===== src/rtl/bf_program_loader_if.sv =====
// Loader <-> host/prgmem signal bundle.
// The loader connects through the master modport; the byte source and the
// program memory observe it through the slave modport.
interface bf_program_loader_if #(
    parameter int PRGMEM_ADDR_WIDTH = 8
);
    logic                         i_start;
    logic                         i_rx_valid;
    logic [7:0]                   i_rx_data;
    logic                         o_rx_ready;
    logic                         o_prgmem_in;
    logic [PRGMEM_ADDR_WIDTH-1:0] o_prgmem_addr;
    logic [2:0]                   o_prgmem_data;
    logic                         o_busy;
    logic                         o_done;
    logic [1:0]                   o_error;
    logic [PRGMEM_ADDR_WIDTH-1:0] o_length;

    modport master (
        input  i_start, i_rx_valid, i_rx_data,
        output o_rx_ready, o_prgmem_in, o_prgmem_addr, o_prgmem_data,
        output o_busy, o_done, o_error, o_length
    );

    modport slave (
        output i_start, i_rx_valid, i_rx_data,
        input  o_rx_ready, o_prgmem_in, o_prgmem_addr, o_prgmem_data,
        input  o_busy, o_done, o_error, o_length
    );
endinterface


===== src/rtl/bf_program_loader.sv =====
// Brainfuck program loader: encodes an ASCII source stream into 3-bit opcodes,
// writes them to program memory from address 0, checks bracket balance and
// length, then appends HALT and zero-pads the rest of the memory.
module bf_program_loader #(
    parameter int         PRGMEM_ADDR_WIDTH = 8,
    parameter int         STACK_ADDR_WIDTH  = 4,
    parameter logic [7:0] TERM_CHAR         = 8'h21
) (
    input  logic                    i_clock,
    input  logic                    i_reset,
    bf_program_loader_if.master     bus
);
    localparam int AW = PRGMEM_ADDR_WIDTH;
    localparam int DW = STACK_ADDR_WIDTH + 1;
    localparam logic [AW-1:0] LAST_ADDR = '1;
    // Deepest legal nesting; one more '[' is an overflow.
    localparam logic [DW-1:0] DEPTH_MAX = DW'(2 ** STACK_ADDR_WIDTH);

    localparam logic [2:0] OP_HALT = 3'b000;
    localparam logic [2:0] OP_DEC  = 3'b010;
    localparam logic [2:0] OP_INC  = 3'b011;
    localparam logic [2:0] OP_LEFT = 3'b100;
    localparam logic [2:0] OP_RGHT = 3'b101;
    localparam logic [2:0] OP_OPEN = 3'b110;
    localparam logic [2:0] OP_CLOS = 3'b111;

    typedef enum logic [2:0] {
        ST_IDLE,
        ST_LOAD,
        ST_PAD,
        ST_DONE,
        ST_ERR
    } state_t;

    state_t          state_reg, state_next;
    logic [AW-1:0]   wr_ptr_reg, wr_ptr_next;
    logic [DW-1:0]   depth_reg, depth_next;
    logic [1:0]      error_reg, error_next;
    logic [AW-1:0]   length_reg, length_next;
    logic            wr_en_reg, wr_en_next;
    logic [2:0]      wr_data_reg, wr_data_next;

    logic            op_valid;
    logic [2:0]      op_code;
    logic            is_term;
    logic [AW-1:0]   wr_ptr_adv;

    // Byte classification: opcode characters, terminators, everything else is a comment.
    always_comb begin
        op_valid = 1'b0;
        op_code  = OP_HALT;
        is_term  = (bus.i_rx_data == TERM_CHAR) || (bus.i_rx_data == 8'h00);
        case (bus.i_rx_data)
            8'h2B: begin op_valid = 1'b1; op_code = OP_INC;  end // '+'
            8'h2D: begin op_valid = 1'b1; op_code = OP_DEC;  end // '-'
            8'h3E: begin op_valid = 1'b1; op_code = OP_RGHT; end // '>'
            8'h3C: begin op_valid = 1'b1; op_code = OP_LEFT; end // '<'
            8'h5B: begin op_valid = 1'b1; op_code = OP_OPEN; end // '['
            8'h5D: begin op_valid = 1'b1; op_code = OP_CLOS; end // ']'
            default: ;
        endcase
    end

    // The write pointer advances after each issued write, so the slot the next
    // opcode will land in is the pointer plus any write still on the bus.
    assign wr_ptr_adv = wr_ptr_reg + {{(AW-1){1'b0}}, wr_en_reg};

    // State register and all datapath registers.
    always_ff @(posedge i_clock or posedge i_reset) begin
        if (i_reset) begin
            state_reg   <= ST_IDLE;
            wr_ptr_reg  <= '0;
            depth_reg   <= '0;
            error_reg   <= 2'b00;
            length_reg  <= '0;
            wr_en_reg   <= 1'b0;
            wr_data_reg <= OP_HALT;
        end else begin
            state_reg   <= state_next;
            wr_ptr_reg  <= wr_ptr_next;
            depth_reg   <= depth_next;
            error_reg   <= error_next;
            length_reg  <= length_next;
            wr_en_reg   <= wr_en_next;
            wr_data_reg <= wr_data_next;
        end
    end

    // Next-state logic: byte acceptance, bracket/length checks, HALT and padding.
    always_comb begin
        state_next   = state_reg;
        wr_ptr_next  = wr_ptr_adv;
        depth_next   = depth_reg;
        error_next   = error_reg;
        length_next  = length_reg;
        wr_en_next   = 1'b0;
        wr_data_next = OP_HALT;

        case (state_reg)
            ST_IDLE, ST_DONE, ST_ERR: begin
                // A write still on the bus completes at the old address.
                if (bus.i_start) begin
                    state_next  = ST_LOAD;
                    wr_ptr_next = '0;
                    depth_next  = '0;
                    error_next  = 2'b00;
                    length_next = '0;
                end
            end

            ST_LOAD: begin
                if (bus.i_rx_valid) begin
                    if (is_term) begin
                        if (depth_reg != '0) begin
                            state_next = ST_ERR;
                            error_next = 2'b10;
                        end else begin
                            wr_en_next   = 1'b1;
                            wr_data_next = OP_HALT;
                            length_next  = wr_ptr_adv;
                            // HALT in the last slot leaves nothing to pad.
                            state_next   = (wr_ptr_adv == LAST_ADDR) ? ST_DONE : ST_PAD;
                        end
                    end else if (op_valid) begin
                        if (op_code == OP_CLOS && depth_reg == '0) begin
                            state_next = ST_ERR;
                            error_next = 2'b01;
                        end else if (op_code == OP_OPEN && depth_reg == DEPTH_MAX) begin
                            state_next = ST_ERR;
                            error_next = 2'b11;
                        end else if (wr_ptr_adv == LAST_ADDR) begin
                            // Last slot is kept for HALT.
                            state_next = ST_ERR;
                            error_next = 2'b11;
                        end else begin
                            wr_en_next   = 1'b1;
                            wr_data_next = op_code;
                            if (op_code == OP_OPEN) begin
                                depth_next = depth_reg + DW'(1);
                            end else if (op_code == OP_CLOS) begin
                                depth_next = depth_reg - DW'(1);
                            end
                        end
                    end
                end
            end

            ST_PAD: begin
                // A write is on the bus every PAD cycle; stop after the last address.
                if (wr_ptr_reg == LAST_ADDR) begin
                    state_next = ST_DONE;
                end else begin
                    wr_en_next   = 1'b1;
                    wr_data_next = OP_HALT;
                end
            end

            default: state_next = ST_IDLE;
        endcase
    end

    // Output drive: write port straight from registers, status from state.
    assign bus.o_rx_ready    = (state_reg == ST_LOAD);
    assign bus.o_prgmem_in   = wr_en_reg;
    assign bus.o_prgmem_addr = wr_ptr_reg;
    assign bus.o_prgmem_data = wr_data_reg;
    assign bus.o_busy        = (state_reg == ST_LOAD) || (state_reg == ST_PAD);
    assign bus.o_done        = (state_reg == ST_DONE);
    assign bus.o_error       = error_reg;
    assign bus.o_length      = length_reg;
endmodule

===== src/flat_wrapper.sv =====
// flat-port wrapper written by rule: the top's interface ports become plain ports
module bf_program_loader_flat 
#(
    parameter int         PRGMEM_ADDR_WIDTH = 8,
    parameter int         STACK_ADDR_WIDTH  = 4,
    parameter logic [7:0] TERM_CHAR         = 8'h21
)
  (i_clock, i_reset, bus_i_start, bus_i_rx_valid, bus_i_rx_data, bus_o_rx_ready, bus_o_prgmem_in, bus_o_prgmem_addr, bus_o_prgmem_data, bus_o_busy, bus_o_done, bus_o_error, bus_o_length);
  bf_program_loader_if #(.PRGMEM_ADDR_WIDTH(PRGMEM_ADDR_WIDTH)) bus_i ();
  input  logic i_clock;
  input  logic i_reset;
  input wire logic [$bits(bus_i.i_start)-1:0] bus_i_start;
  input wire logic [$bits(bus_i.i_rx_valid)-1:0] bus_i_rx_valid;
  input wire logic [$bits(bus_i.i_rx_data)-1:0] bus_i_rx_data;
  output wire logic [$bits(bus_i.o_rx_ready)-1:0] bus_o_rx_ready;
  output wire logic [$bits(bus_i.o_prgmem_in)-1:0] bus_o_prgmem_in;
  output wire logic [$bits(bus_i.o_prgmem_addr)-1:0] bus_o_prgmem_addr;
  output wire logic [$bits(bus_i.o_prgmem_data)-1:0] bus_o_prgmem_data;
  output wire logic [$bits(bus_i.o_busy)-1:0] bus_o_busy;
  output wire logic [$bits(bus_i.o_done)-1:0] bus_o_done;
  output wire logic [$bits(bus_i.o_error)-1:0] bus_o_error;
  output wire logic [$bits(bus_i.o_length)-1:0] bus_o_length;
  assign bus_i.i_start = bus_i_start;
  assign bus_i.i_rx_valid = bus_i_rx_valid;
  assign bus_i.i_rx_data = bus_i_rx_data;
  assign bus_o_rx_ready = bus_i.o_rx_ready;
  assign bus_o_prgmem_in = bus_i.o_prgmem_in;
  assign bus_o_prgmem_addr = bus_i.o_prgmem_addr;
  assign bus_o_prgmem_data = bus_i.o_prgmem_data;
  assign bus_o_busy = bus_i.o_busy;
  assign bus_o_done = bus_i.o_done;
  assign bus_o_error = bus_i.o_error;
  assign bus_o_length = bus_i.o_length;
  bf_program_loader #(.PRGMEM_ADDR_WIDTH(PRGMEM_ADDR_WIDTH), .STACK_ADDR_WIDTH(STACK_ADDR_WIDTH), .TERM_CHAR(TERM_CHAR)) u_core (.i_clock(i_clock), .i_reset(i_reset), .bus(bus_i));
endmodule

===== config.mk =====
export PLATFORM = sky130hd
export DESIGN_NAME = bf_program_loader_flat
export DESIGN_NICKNAME = d
export VERILOG_FILES = /design/src/rtl/bf_program_loader_if.sv /design/src/rtl/bf_program_loader.sv /design/src/flat_wrapper.sv
export SDC_FILE = /design/constraint.sdc
export NUM_CORES = 1
export LEC_CHECK = 0
export ABC_CLOCK_PERIOD_IN_PS = 5000
export CAP_MARGIN = 20
export CELL_PAD_IN_SITES_DETAIL_PLACEMENT = 0
export CELL_PAD_IN_SITES_GLOBAL_PLACEMENT = 1
export CORE_ASPECT_RATIO = 1.75
export CORE_MARGIN = 1
export CORE_UTILIZATION = 41
export CTS_CLUSTER_SIZE = 8
export DETAILED_ROUTE_END_ITERATION = 12
export PLACE_DENSITY_LB_ADDON = 0.1
export SYNTH_ARGS = -nofsm -noshare
export SYNTH_HDL_FRONTEND = slang
export SYNTH_SLANG_ARGS = --single-unit

===== constraint.sdc =====
create_clock -name i_clock -period 5 [get_ports i_clock]
set_input_delay 0.5 -clock i_clock [delete_from_list [all_inputs] [get_ports i_clock]]
set_output_delay 0.5 -clock i_clock [all_outputs]
set_load 0.02 [all_outputs]

==> out/results.txt, run 1 <==
The flow ran to the end, and the final reports show no timing, DRC or antenna violations. Setup repair after global routing left no endpoint under its margin. The critical path starts at bus_i_rx_data[4]. The run gives 60.7% as the worst relative slew slack. Highest metal layer with signal wires: met4.

The top cell type by area accounts for 43.8% of the synthesized area. In the routed design, unresolved DRC markers number 0. The via count of the first global-routing pass is 1638, and the last weighted congestion value of the routability-driven placer is 0.847. Counting instances, the worst hold path has a depth of 2. In this run the cell area of the synthesized design comes to 1710 um^2.

For the reported leakage power, the log shows 0.000977 uW. The final design utilization came out at 56.7%. Cell count of the worst reg-to-reg path: 7. In the final routed layout, each cell accounts on average for 15.5 um.

Walking the worst path, the cells encountered are clkdlybuf4s50_1 > nand4b_1 > nor2_1 > nand2_1 > fa_1 > a21o_1 > a21oi_1 > xor2_1 > o311ai_0 > nand3_1. The tools report the final max-slew violation count as 0. In the synthesized netlist, the number of instances is 184. The run gives 4240 um as the final wirelength.

The via total after detailed routing is 1561, and the highest achievable clock rate is 0.357 GHz. For the synthesized netlist net count, the log shows 202. Entering global routing, the biggest net connects 22 pins. The total overflow left after global routing is 0. The run gives 4450 um^2 as the die area. At the placement stage, the worst setup path has a slack of 1.94 ns. The post-placement cell count came out at 267.

Clock-pin slew was measured on the worst setup and hold paths at 0.06 ns. The post-route netlist has 7.08% of its cells at a drive strength greater than 1. The via count normalized by instance count works out to 5.70. Worst min-delay path category: flop to flop. For the layout filler cell count, the log shows 378. Measured along the y axis, the die boundary spans 87.5 um. The count of instances resized after the clock tree is built came out at 0. The endpoint identified for the worst register-to-register timing path is u_core.state_reg[0]. Across the VDD grid, the largest voltage drop is 0.208 mV. The end of the worst hold path was u_core.bus.o_length[2]. Number of flops mapped to enable cells by yosys: 0. Worst hold path startpoint: u_core.bus.o_length[2]. STA classifies the critical path endpoint as a flop. The type of the worst setup path is input port to flop. Summing all multi-input logic gate instances after layout gives 933 um^2. The area growth from synthesis to layout is 30.3%. The floorplan step defined a core boundary enclosing 3940 um^2. During placement, the flow inserted port buffers numbering 36.

The site row count was 30; the largest buffer count on any clock path was 2. Ratio of final minimum period to clock period: 56.0%. The cell type with the highest aggregate area in the netlist is sky130_fd_sc_hd__dfrtp_1. After synthesis, the netlist uses 47 different library cells.

Setup violations remaining at the end of the flow were counted as 0. TritonCTS built the clock tree. Clock skew on the completed layout was measured at 0.00327 ns.

Across every metal layer, demand over resource in global routing totals 21.9%. The worst path in the final design needs a cycle of 2.80 ns, including I/O delays and setup. In the detailed route, the total length drawn on met2 is 2460 um.

Cell with the largest stage delay on the worst path: sky130_fd_sc_hd__clkdlybuf4s50_1. The H-tree was split into 2 levels. Across the run, the number of max-cap violations was 0. Adding up every negative setup slack in the final design gives 0 ns.

The actual slew at the worst max-slew pin works out to 0.584 ns. The number of antenna violations at the first check in global routing is 0, and the mean cell area of the mapped netlist is 9.32 um^2. Measured along the x axis, the die boundary spans 50.9 um. The net count of the finished layout is 244. Counting flops and latches in the post-synthesis netlist gives 30. For the number of setup buffers added after CTS, the log shows 0. By area the synthesized netlist is led by sky130_fd_sc_hd__dfrtp_1 44%, sky130_fd_sc_hd__nand2_1 6.1%, sky130_fd_sc_hd__nor2_1 4.2%. In this run the register-to-register setup slack is 2.33 ns.

Number of DRC violations after detailed-routing iteration 0: 33. At the worst endpoint, the required time is 5.15 ns. The number of buffers added by the clock tree synthesis step is 5. Largest fanout of any net on the critical path: 5. The worst setup path is launched from an input port.

For this configuration, the core starts out at a cell density of 43.5%. Registers take 751 um^2. For the wire length of the first global-routing pass, the log shows 7120 um.

Across all setup checks in the final design, the least slack found is 2.20 ns. After clock tree synthesis, the flow added hold-fix buffers numbering 0. The total iterations of the first detailed-routing run is 4. Detailed routing placed a total of 137 um of wire on met3. The latest clock arrival within the worst-skew pair came out at 0.28 ns. In this run the critical register-to-register path is launched from u_core.bus.o_prgmem_addr[0]. In this design, the stage delay of the slowest critical-path cell is 0.53 ns. After detailed routing, the wire length on met1 is 1430 um. Among all flip-flop cells after synthesis, the most frequent one is sky130_fd_sc_hd__dfrtp_1.

The final hold violation count is 0, and the share of the yosys chip area belonging to registers is 43.8%. In this run the remaining antenna-violating nets after routing total 0. The post-layout instance count excluding filler cells was 274. Power spread over the standard cell area amounts to 320 nW/um^2.

The proportion of synthesized flip-flops having asynchronous set or reset is 100%, and the placed wire-length estimate after detailed placement is 3440 um. 0 antenna diodes ended up in the layout. The root buffer cell chosen for the clock tree is sky130_fd_sc_hd__clkbuf_8.

The area of all placed cells without fillers is 2230 um^2, and the top-level port count is 37. The number of clock sinks is 30, and the data arrival time of the critical path is 2.95 ns. The placement-stage cell area is 2150 um^2. During synthesis, Yosys emitted a total of 0 warnings.
-- where the power goes --
| group | switching [uW] | total [uW] | leakage, uW | internal [uW] |
|---|---|---|---|---|
| sequential | 24.3 | 287 | 0.000408 | 263 |
| combinational | 148 | 247 | 0.000525 | 99.6 |
| clock | 87.8 | 181 | 0.0000438 | 93.1 |
| total | 260 | 715 | 0.000977 | 455 |
-- worst max-delay path: cells and delay by family --
| kind | cells | cell delay (ns) |
|---|---|---|
| xor gates and xnor gates | 1 | 0.09 |
| AOI/OAI and AO/OA | 3 | 0.68 |
| and+or+nand+nor | 4 | 0.68 |
| adders and majority gates | 1 | 0.45 |
| buffers and inverters | 1 | 0.53 |
-- through the flow --
step | hold WS, ns | total power [uW]
detailed placement | 0.473 | 537
global placement | 0.467 | 532
finish | 0.479 | 715
CTS | 0.488 | 720
floorplan | 0.516 | 447
global route | 0.520 | 758
-- worst max path at each step --
| stage | end | slack (ns) | cells past startpoint |
|---|---|---|---|
| 6_report | u_core.depth_reg[4] | 2.20 | 10 |
| 5_1_grt | u_core.depth_reg[4] | 2.01 | 10 |
| 4_1_cts | u_core.depth_reg[4] | 2.22 | 10 |
| 3_5_place_dp | u_core.depth_reg[4] | 1.94 | 10 |
| 3_3_place_gp | u_core.depth_reg[4] | 2.04 | 10 |
| 2_1_floorplan | u_core.bus.o_error[1] | 2.50 | 7 |
-- Yosys cell counts, drive strengths merged, types with 2 or more instances --
master,n
a21o,2
a21oi,5
a31o,3
a31oi,3
and2,2
and3,2
and4,2
clkbuf,2
dfrtp,30
ha,5
inv,5
nand2,28
nand2b,3
nand3,8
nor2,19
nor2b,3
nor3,3
o211ai,2
o21ai,13
o22ai,5
or3,5
or4,2
xnor2,6
xor2,6
-- metal layers --
metal	vias up	global-route usage (%)
met4	0	14.1
li1	747	-
met2	51	42.1
met1	743	19.9
met3	20	4.51
met5	-	0
-- layout make-up --
| cell class | instances | area share (%) |
|---|---|---|
| Sequential cell | 30 | 33.6 |
| Tap cell | 48 | 2.69 |
| Inverter | 6 | 1.01 |
| Multi-Input combinational cell | 146 | 41.8 |
| Clock inverter | 2 | 0.448 |
| Timing Repair Buffer | 37 | 17.4 |
| Clock buffer | 5 | 3.08 |
-- cell families (layout without fill, tap and decap cells) --
family | Yosys count | in the layout | synth area share (%)
AND/OR/NAND/NOR | 85 | 85 | 25.3
AO/OA/AOI/OAI | 41 | 41 | 16.9
XOR/XNOR | 12 | 12 | 6.13
multiplexers | 2 | 2 | 1.24
flip-flops | 30 | 30 | 43.8
buffers and inverters | 8 | 50 | 1.75
adder cells (fa/ha/maj) | 6 | 6 | 4.82
-- cell usage in the layout (no fill, tap or decap), types with 2 or more instances in the layout --
| cell type | count |
|---|---|
| sky130_fd_sc_hd__or3_1 | 4 |
| sky130_fd_sc_hd__nor2b_1 | 3 |
| sky130_fd_sc_hd__clkinv_2 | 2 |
| sky130_fd_sc_hd__dfrtp_1 | 30 |
| sky130_fd_sc_hd__nand3_1 | 8 |
| sky130_fd_sc_hd__inv_1 | 5 |
| sky130_fd_sc_hd__a21oi_1 | 5 |
| sky130_fd_sc_hd__or4_1 | 2 |
| sky130_fd_sc_hd__nand2b_1 | 3 |
| sky130_fd_sc_hd__nand2_1 | 28 |
| sky130_fd_sc_hd__a31oi_1 | 3 |
| sky130_fd_sc_hd__nor2_1 | 19 |
| sky130_fd_sc_hd__xnor2_1 | 6 |
| sky130_fd_sc_hd__a21o_1 | 2 |
| sky130_fd_sc_hd__xor2_1 | 6 |
| sky130_fd_sc_hd__o21ai_0 | 12 |
| sky130_fd_sc_hd__o22ai_1 | 5 |
| sky130_fd_sc_hd__and4_1 | 2 |
| sky130_fd_sc_hd__ha_1 | 5 |
| sky130_fd_sc_hd__nor3_1 | 3 |
| sky130_fd_sc_hd__clkbuf_8 | 5 |
| sky130_fd_sc_hd__a31o_2 | 3 |
| sky130_fd_sc_hd__and2_1 | 2 |
| sky130_fd_sc_hd__clkdlybuf4s50_1 | 36 |
| sky130_fd_sc_hd__and3_1 | 2 |
(Power assumes the default switching activity.)
==> run 2, diff against run 1 <==
--- a/config.mk
+++ b/config.mk
@@ -5,13 +5,13 @@
 export SDC_FILE = /design/constraint.sdc
 export NUM_CORES = 1
 export LEC_CHECK = 0
-export ABC_CLOCK_PERIOD_IN_PS = 5000
+export ABC_CLOCK_PERIOD_IN_PS = 2350
 export CAP_MARGIN = 20
 export CELL_PAD_IN_SITES_DETAIL_PLACEMENT = 0
 export CELL_PAD_IN_SITES_GLOBAL_PLACEMENT = 1
 export CORE_ASPECT_RATIO = 1.75
 export CORE_MARGIN = 1
-export CORE_UTILIZATION = 41
+export CORE_UTILIZATION = 34
 export CTS_CLUSTER_SIZE = 8
 export DETAILED_ROUTE_END_ITERATION = 12
 export PLACE_DENSITY_LB_ADDON = 0.1
==> constraint.sdc (replaced) <==
create_clock -name i_clock -period 2.35 [get_ports i_clock]
set_input_delay 0.235 -clock i_clock [delete_from_list [all_inputs] [get_ports i_clock]]
set_output_delay 0.235 -clock i_clock [all_outputs]
set_load 0.02 [all_outputs]
==> run 2 against run 1 <==
Effect of this change:
- cell area increased by 16%
- utilization shrank 2.3 points
- flip-flop and latch count unchanged
- global-route usage down 2.0 points
- power is 130% higher
- clock power up 130%
- via count rose by 13%
- clock skew is 0.0045 ns higher
- sequential power increased by 110%
- first-iteration DRC count is 12% higher
- setup slack worse by 2.1 ns
- register-to-register slack worse by 2.2 ns
- largest power group unchanged
- highest routed layer unchanged
==> out/results.txt, run 2 (same netlist as run 1, synthesis figures left out) <==
The run finished with clean final reports. The most common library cell in the layout ignoring fill and taps was sky130_fd_sc_hd__buf_4 (was sky130_fd_sc_hd__clkdlybuf4s50_1). The die extent in x was 55.7 um (was 50.9 um); the count of buffers inserted at the top-level ports was 36 (unchanged). Number of buffers added by the clock tree synthesis step: 5 (unchanged). The total buffers and inverters traversed by the critical path is 2 (was 1). The final wirelength was 5010 um (was 4240 um). The maximum VDD drop was 0.442 mV (was 0.208 mV); the share of final-layout standard cells stronger than drive strength 1 was 24.6% (was 7.08%). The tools report the antenna diode count as 0 (unchanged). Setup repair after global routing left no endpoint under its margin. The wire length of the first global-routing pass was 8180 um (was 7120 um).

The initial standard-cell utilization of the core came out at 36.1% (was 43.5%). Post-detailed-route DRC marker count: 0 (unchanged). Among the stages of the critical path, the cell type that occurs most often is sky130_fd_sc_hd__buf_4. The power density of the placed cells works out to 636 nW/um^2 (was 320 nW/um^2).

The logs give 1759 (was 1561) for the via total after detailed routing and 19.9% (was 21.9%) for the total routing resource utilization after global routing. The path length in cells of the critical path was 7 (was 10); the ratio of final minimum period to clock period was 96.2%. Largest fanout of any net on the critical path: 4 (was 5). The logs give 2.55 ns (was 5.15 ns) for the required time at the endpoint of the critical path and 0 (unchanged) for the final setup violation count. The actual slew at the worst max-slew pin was 0.681 ns (was 0.584 ns); the count of maximum capacitance violations was 0 (unchanged).

The final max-slew violation count was 0 (unchanged); the number of hold buffers added after cts was 0 (unchanged). For the reported leakage power, the log shows 0.00117 uW (was 0.000977 uW). The largest buffer count on any clock path was 2 (unchanged); the vertical die dimension was 95.9 um (was 87.5 um). The worst relative slew slack came out at 54.3% (was 60.7%). The cell count of the worst reg-to-reg path works out to 7 (unchanged). For the area inside the core boundary, the log shows 4750 um^2 (was 3940 um^2).

The logs give 0 (unchanged) for the final hold violation count and 37 (unchanged) for the top-level port count. The data arrival time of the critical path was 2.46 ns (was 2.95 ns). The average wire per cell in the routed design works out to 15.9 um (was 15.5 um). Final design utilization: 54.4% (was 56.7%).

For the via count of the first global-routing pass, the log shows 1895 (was 1638). The run gives 30 (unchanged) as the number of clock sinks. The kind of end point of the critical path is a flop (unchanged). Worst setup skew after layout: 0.00772 ns (was 0.00327 ns). For the total power draw, the log shows 1640 uW (was 715 uW). Most frequent cells in the layout: 39 x sky130_fd_sc_hd__buf_4, 35 x sky130_fd_sc_hd__clkdlybuf4s50_1, 29 x sky130_fd_sc_hd__dfrtp_1, 27 x sky130_fd_sc_hd__nand2_1, 18 x sky130_fd_sc_hd__nor2_1 (was 36 x sky130_fd_sc_hd__clkdlybuf4s50_1, 30 x sky130_fd_sc_hd__dfrtp_1, 28 x sky130_fd_sc_hd__nand2_1, 19 x sky130_fd_sc_hd__nor2_1, 12 x sky130_fd_sc_hd__o21ai_0). Post-layout instance count excluding filler cells: 316 (was 274). Cell family contributing the most delay on the critical path: simple AND/OR/NAND/NOR gates (unchanged). The highest achievable clock rate was 0.443 GHz; the clock slew at the register clock pins of the worst setup and hold paths was 0.06 ns (about the same). The run gives 4 (unchanged) as the total iterations of the first detailed-routing run. The run gives 33 (was 30) as the site row count.

The worst min-delay path category was input port to asynchronous set/reset pin (was flop to flop). The final-layout worst hold slack came out at 0.331 ns (was 0.479 ns). Deepest level of the CTS H-tree: 2 (unchanged).

Count of antenna-violating nets left after detailed routing: 0 (unchanged). The peak per-stage delay on the critical path was 0.60 ns (was 0.53 ns). Latest clock arrival within the worst-skew pair: 0.28 ns (about the same). The run gives 282 (was 244) as the final net count. The tools report the startpoint kind of the worst setup timing path as a flop (was an input port). Cell-by-cell listing of the critical path: or4_1 > or4_4 > o41ai_4 > buf_4 > nor3_1 > buf_4 > o22ai_1 (was clkdlybuf4s50_1 > nand4b_1 > nor2_1 > nand2_1 > fa_1 > a21o_1 > a21oi_1 > xor2_1 > o311ai_0 > nand3_1). Cell with the largest stage delay on the worst path: sky130_fd_sc_hd__or4_1 (was sky130_fd_sc_hd__clkdlybuf4s50_1).

The post-placement cell count is 307 (was 267). The synthesis-to-finish area growth works out to 50.6% (was 30.3%). The last weighted congestion value of the routability-driven placer is 0.853 (was 0.847), and the accumulated negative setup slack is 0 ns (unchanged). Die area: 5340 um^2 (was 4450 um^2).

The buffer type at the clock tree root was sky130_fd_sc_hd__clkbuf_8 (unchanged). The time the worst path needs with I/O delays and setup was 2.26 ns; the via count normalized by instance count was 5.57 (was 5.70). The total overflow reported by the global router came out at 0 (unchanged).

TritonCTS built the clock tree. Number of DRC violations after detailed-routing iteration 0: 37 (was 33). The run gives 3980 um (was 3440 um) as the placed wire-length estimate after detailed placement. The type of the worst setup path was flop to flop (was input port to flop). The run gives 31 (was 22) as the largest net degree at the start of global routing. For the number of antenna violations at the first check in global routing, the log shows 0 (unchanged).
run 2: final timing paths:
path	end	slack (ns)	start
min reg2reg	u_core.bus.o_length[2]	0.48	u_core.bus.o_length[2]
min in group i_clock	u_core.bus.o_length[2]	0.48	u_core.bus.o_length[2]
max reg2reg	u_core.depth_reg[0]	0.09	u_core.depth_reg[1]
max	u_core.depth_reg[0]	0.09	u_core.depth_reg[1]
min	u_core.bus.o_length[6]	0.33	i_reset
max in group asynchronous	u_core.bus.o_prgmem_addr[0]	1.71	i_reset
run 2: repair_timing:
action / CTS / global route
setup buffers: 1 / 1
endpoints found under the setup margin: 3 / 13
gates cloned: 0 / 0
pin swaps: 2 / 3
resized for setup: 0 / 14
run 2: through the flow:
step	setup slack, ns	instance area (um^2)
after global placement	-0.157	2410
final	0.0903	2580
after CTS	-0.0322	2510
after floorplan	0.0302	1720
after global routing	0.00667	2580
after detailed placement	-0.258	2410
run 2: power by group:
part,leakage [uW],switching [uW],internal (uW)
clock network,0.0000443,182,232
logic,0.000715,353,259
registers,0.000406,54.7,560
run 2: area by class of cell:
cell class | instances | area, um^2
Inverter | 6 | 22.5
Clock buffer | 7 | 86.3
Fill cell | 459 | 2170
Tap cell | 52 | 65.1
Timing Repair Buffer | 75 | 656
Sequential cell | 30 | 752
Multi-Input combinational cell | 146 | 1000
run 2: tightest hold or removal path: stages:
cell,delay [ns]
sky130_fd_sc_hd__clkdlybuf4s50_1,0.40
sky130_fd_sc_hd__inv_1,0.05
sky130_fd_sc_hd__buf_4,0.35
run 2: layer usage:
layer | vias up | track usage [%] | share of wire [%]
met3 | 18 | 3.09 | 3.3
met5 | - | 0 | 0
li1 | 820 | - | -
met4 | 0 | 13.8 | 4.3
met1 | 865 | 17.4 | 34
met2 | 56 | 40.3 | 59
==> RTL change 1 (settings of run 1) <==
`STACK_ADDR_WIDTH` is set to 4 in 2 places; all go to 2.
--- a/src/rtl/bf_program_loader.sv
+++ b/src/rtl/bf_program_loader.sv
@@ -5,3 +5,3 @@
     parameter int         PRGMEM_ADDR_WIDTH = 8,
-    parameter int         STACK_ADDR_WIDTH  = 4,
+    parameter int         STACK_ADDR_WIDTH  = 2,
     parameter logic [7:0] TERM_CHAR         = 8'h21
--- a/src/flat_wrapper.sv
+++ b/src/flat_wrapper.sv
@@ -4,3 +4,3 @@
     parameter int         PRGMEM_ADDR_WIDTH = 8,
-    parameter int         STACK_ADDR_WIDTH  = 4,
+    parameter int         STACK_ADDR_WIDTH  = 2,
     parameter logic [7:0] TERM_CHAR         = 8'h21
Function: changed (a bounded check fails within 10 cycles, from zero or initial values and one cycle with i_reset high).
==> RTL change 1 against run 1 <==
Synthesized area is 8.7% lower. Wire length is 8.3% lower. Design area shrank 8.6%. Count of clock-buffer cells in the layout down 2. Core utilization shrank 0.43 points. Setup slack better by 110 ps. Synthesized cell count fell by 8.2%. Total power fell by 19%. Sequential cell count shrank 2. Critical endpoint is now bus_o_rx_ready. Largest power group unchanged.
==> RTL change 1: results (changes against run 1) <==
Run status
  – Status: completed (unchanged)

Finish
  – Share of cells above drive strength 1: 8.25% (was 7.08%)
  – Layout Nets: 223 (was 244)

GRT
  – Largest net degree at the start of global routing: 29 (was 22)
  – Routing usage on met3: 2.19% (was 4.51%)
  – GR Util met1: 20.1% (was 19.9%)
  – Vias in the first global route: 1495 (was 1638)
  – Gr usage total: 20.6% (was 21.9%)

Setup path
  – Crit path to: bus_o_rx_ready (was u_core.depth_reg[4])
  – Critical path data arrival time: 2190 ps (was 2950 ps)
  – Reg-to-Reg End: u_core.state_reg[2] (was u_core.state_reg[0])
  – Reg2reg setup slack: 2490 ps (was 2330 ps)
  – Number of cells on the worst reg-to-reg path: 9 (was 7)
  – Worst-path fanout max: 11 (was 5)
  – Setup crit start: u_core.state_reg[2] (was bus_i_rx_data[4])

Timing
  – Smallest hold slack: 452 ps (was 479 ps)
  – Setup Skew: 7.98 ps (was 3.27 ps)

Placed design
  – Pre-CTS setup slack: 2190 ps (was 1940 ps)
  – Placed Cells: 248 (was 267)
  – Post-DP HPWL: 3100 um (was 3440 um)
  – Final GP Congestion: 0.880 (was 0.847)
  – Placement Cell Area: 0.00197 mm^2 (was 0.00215 mm^2)

Detailed routing
  – Initial DRC Count: 53 (was 33)
  – WL met2: 2230 um (was 2460 um)
  – Via count: 1423 (was 1561)
  – Met1 wire length: 1450 um (was 1430 um)
  – Post-Route WL: 3890 um (was 4240 um)
  – Met3 WL: 105 um (was 137 um)

Synth
  – Top cells by instance count after synthesis: dfrtp_1 (28), nor2_1 (19), nand2_1 (18) (was dfrtp_1 (30), nand2_1 (28), nor2_1 (19))
  – Cell variety after synth: 48 (was 47)

Power and ir drop
  – Int Pwr: 0.000371 W (was 0.000455 W)
  – Static leakage power: 0.830 nW (was 0.977 nW)

Worst hold path
  – Hold/Removal Path Class: in2async (was reg2reg)
[RTL change 1: power by group through the flow]
stage	sequential [W]	combinational, W	clock (W)
6_report	0.000258	0.000200	0.000120
5_1_grt	0.000260	0.000215	0.000132
4_1_cts	0.000257	0.000196	0.000122
3_5_place_dp	0.000262	0.000194	0
3_3_place_gp	0.000261	0.000193	0
2_1_floorplan	0.000258	0.000132	0
[RTL change 1: cells by family (layout without fill, tap and decap cells)]
kind of cell | Yosys count | in the layout | synth area share [%]
AND/OR/NAND/NOR | 79 | 79 | 27.3
AO/OA/AOI/OAI | 40 | 40 | 17.3
flip-flops | 28 | 28 | 44.8
buffers and inverters | 10 | 47 | 2.40
XOR/XNOR | 6 | 6 | 3.36
adder cells (fa/ha/maj) | 3 | 3 | 2.88
multiplexers | 3 | 3 | 2.00
[RTL change 1: area by class of cell]
cell class	count	area [um^2]
well taps	46	57.6
clock buffers	3	41.3
inverters	7	26.3
multi-input cells	131	827
flip-flops and latches	28	701
repair buffers	37	388
fillers	326	1590
==> RTL change 2 (flow settings as in run 1) <==
Without the edit above. Encoding of `state_t`: now one-hot (5 bits for 5 states).
--- a/src/rtl/bf_program_loader.sv
+++ b/src/rtl/bf_program_loader.sv
@@ -26,8 +26,8 @@
 
-    typedef enum logic [2:0] {
-        ST_IDLE,
-        ST_LOAD,
-        ST_PAD,
-        ST_DONE,
-        ST_ERR
+    typedef enum logic [4:0] {
+        ST_IDLE = 5'b00001,
+        ST_LOAD = 5'b00010,
+        ST_PAD  = 5'b00100,
+        ST_DONE = 5'b01000,
+        ST_ERR  = 5'b10000
     } state_t;
Function: same outputs for any inputs over 4 cycles, from zero or initial values and one cycle with i_reset high; so few cycles prove little.
==> RTL change 2 against run 1 <==
Synthesized area up 5.7%. Total power increased by 12%. Design area grew 5.7%. Wire length rose by 8.6%. Sequential cell count increased by 2. Combinational power fell by 4%. Clock power up 48%. Hold slack improved by 7.2 ps. Die area rose by 5.5%. Count of clock-buffer cells in the layout is 2 higher. Setup slack got worse by 130 ps. Largest cell class unchanged.
==> RTL change 2: results (changes against run 1) <==
Placed design
  – Final GP Congestion: 0.922 (was 0.847)
  – Placement Cell Area: 0.00223 mm^2 (was 0.00215 mm^2)
  – Placed Cells: 266 (was 267)
  – Post-DP HPWL: 3500 um (was 3440 um)
  – Pre-CTS setup slack: 1810 ps (was 1940 ps)

GRT
  – Vias in the first global route: 1662 (was 1638)
  – First-pass GRT wire length: 7680 um (was 7120 um)
  – Grt met2 use: 38.7% (was 42.1%)
  – GR Util met1: 23.6% (was 19.9%)
  – Routing usage on met3: 4.40% (was 4.51%)

Synth
  – Synth Net Count: 200 (was 202)
  – Top cells by instance count after synthesis: dfrtp_1 (31), nand2_1 (16), nor2_1 (13) (was dfrtp_1 (30), nand2_1 (28), nor2_1 (19))
  – Cell variety after synth: 46 (was 47)
  – Gate Count Post-Synth: 182 (was 184)
  – Top cells by area, synth: dfrtp_1 (43%), xor2_1 (3.9%), ha_1 (3.5%), a32o_1 (3.3%), nand3_1 (3.3%) (was dfrtp_1 (44%), nand2_1 (6.1%), nor2_1 (4.2%), ha_1 (3.6%), o21ai_0 (3.5%))

Power and ir drop
  – Clock power share: 33.5% (was 25.3%)
  – Int Pwr: 0.000542 W (was 0.000455 W)
  – Peak VDD IR: 0.000285 V (was 0.000208 V)
  – Static leakage power: 0.985 nW (was 0.977 nW)
  – Comb power frac: 29.6% (was 34.6%)
  – Sw Share: 32.3% (was 36.3%)

Finish
  – Share of cells above drive strength 1: 7.56% (was 7.08%)
  – Filler instances: 393 (was 378)
  – Area grow syn2layout: 30.2% (was 30.3%)
  – Layout Nets: 242 (was 244)

Run status
  – Status: completed (unchanged)

Timing
  – Slew HR: 51.8% (was 60.7%)
  – Setup Skew: 7.51 ps (was 3.27 ps)
  – Smallest hold slack: 486 ps (was 479 ps)
  – Fin crit period: 2930 ps (was 2800 ps)

Setup path
  – Critical path data arrival time: 3150 ps (was 2950 ps)
  – Reg2reg setup slack: 2560 ps (was 2330 ps)
  – Setup crit start: bus_i_rx_data[5] (was bus_i_rx_data[4])

Detailed routing
  – WL met2: 2550 um (was 2460 um)
  – Met3 WL: 171 um (was 137 um)
  – Vias per cell: 5.88 (was 5.70)
  – Via count: 1612 (was 1561)

Worst hold path
  – Worst Hold Launch: u_core.bus.o_length[4] (was u_core.bus.o_length[2])
  – Hold endpoint: u_core.bus.o_length[4] (was u_core.bus.o_length[2])
RTL change 2: cell types whose count changed after synthesis, moves of 3 or more:
cell     delta
nand3_1     +4
o22ai_1     -5
nor2_1      -6
nand2_1    -12
nor4_1      +3
a32o_1      +6
nor3_1      +4
a31o_2      -3
RTL change 2: cells by family (layout without fill, tap and decap cells):
| logic type | count (synthesis) | in the layout | synth area share, % |
|---|---|---|---|
| and+or+nand+nor | 79 | 79 | 23.9 |
| AOI/OAI and AO/OA | 42 | 42 | 18.0 |
| DFF | 32 | 32 | 44.3 |
| xor gates and xnor gates | 12 | 12 | 5.80 |
| buffers and inverters | 8 | 51 | 1.66 |
| adders and majority gates | 6 | 6 | 4.56 |
| muxes | 3 | 3 | 1.80 |
RTL change 2: cell type report:
class	count	area share [%]
Sequential cell	32	34.0
Tap cell	49	2.60
Timing Repair Buffer	37	15.6
Multi-Input combinational cell	142	41.5
Clock inverter	1	1.27
Inverter	6	0.954
Clock buffer	7	4.08
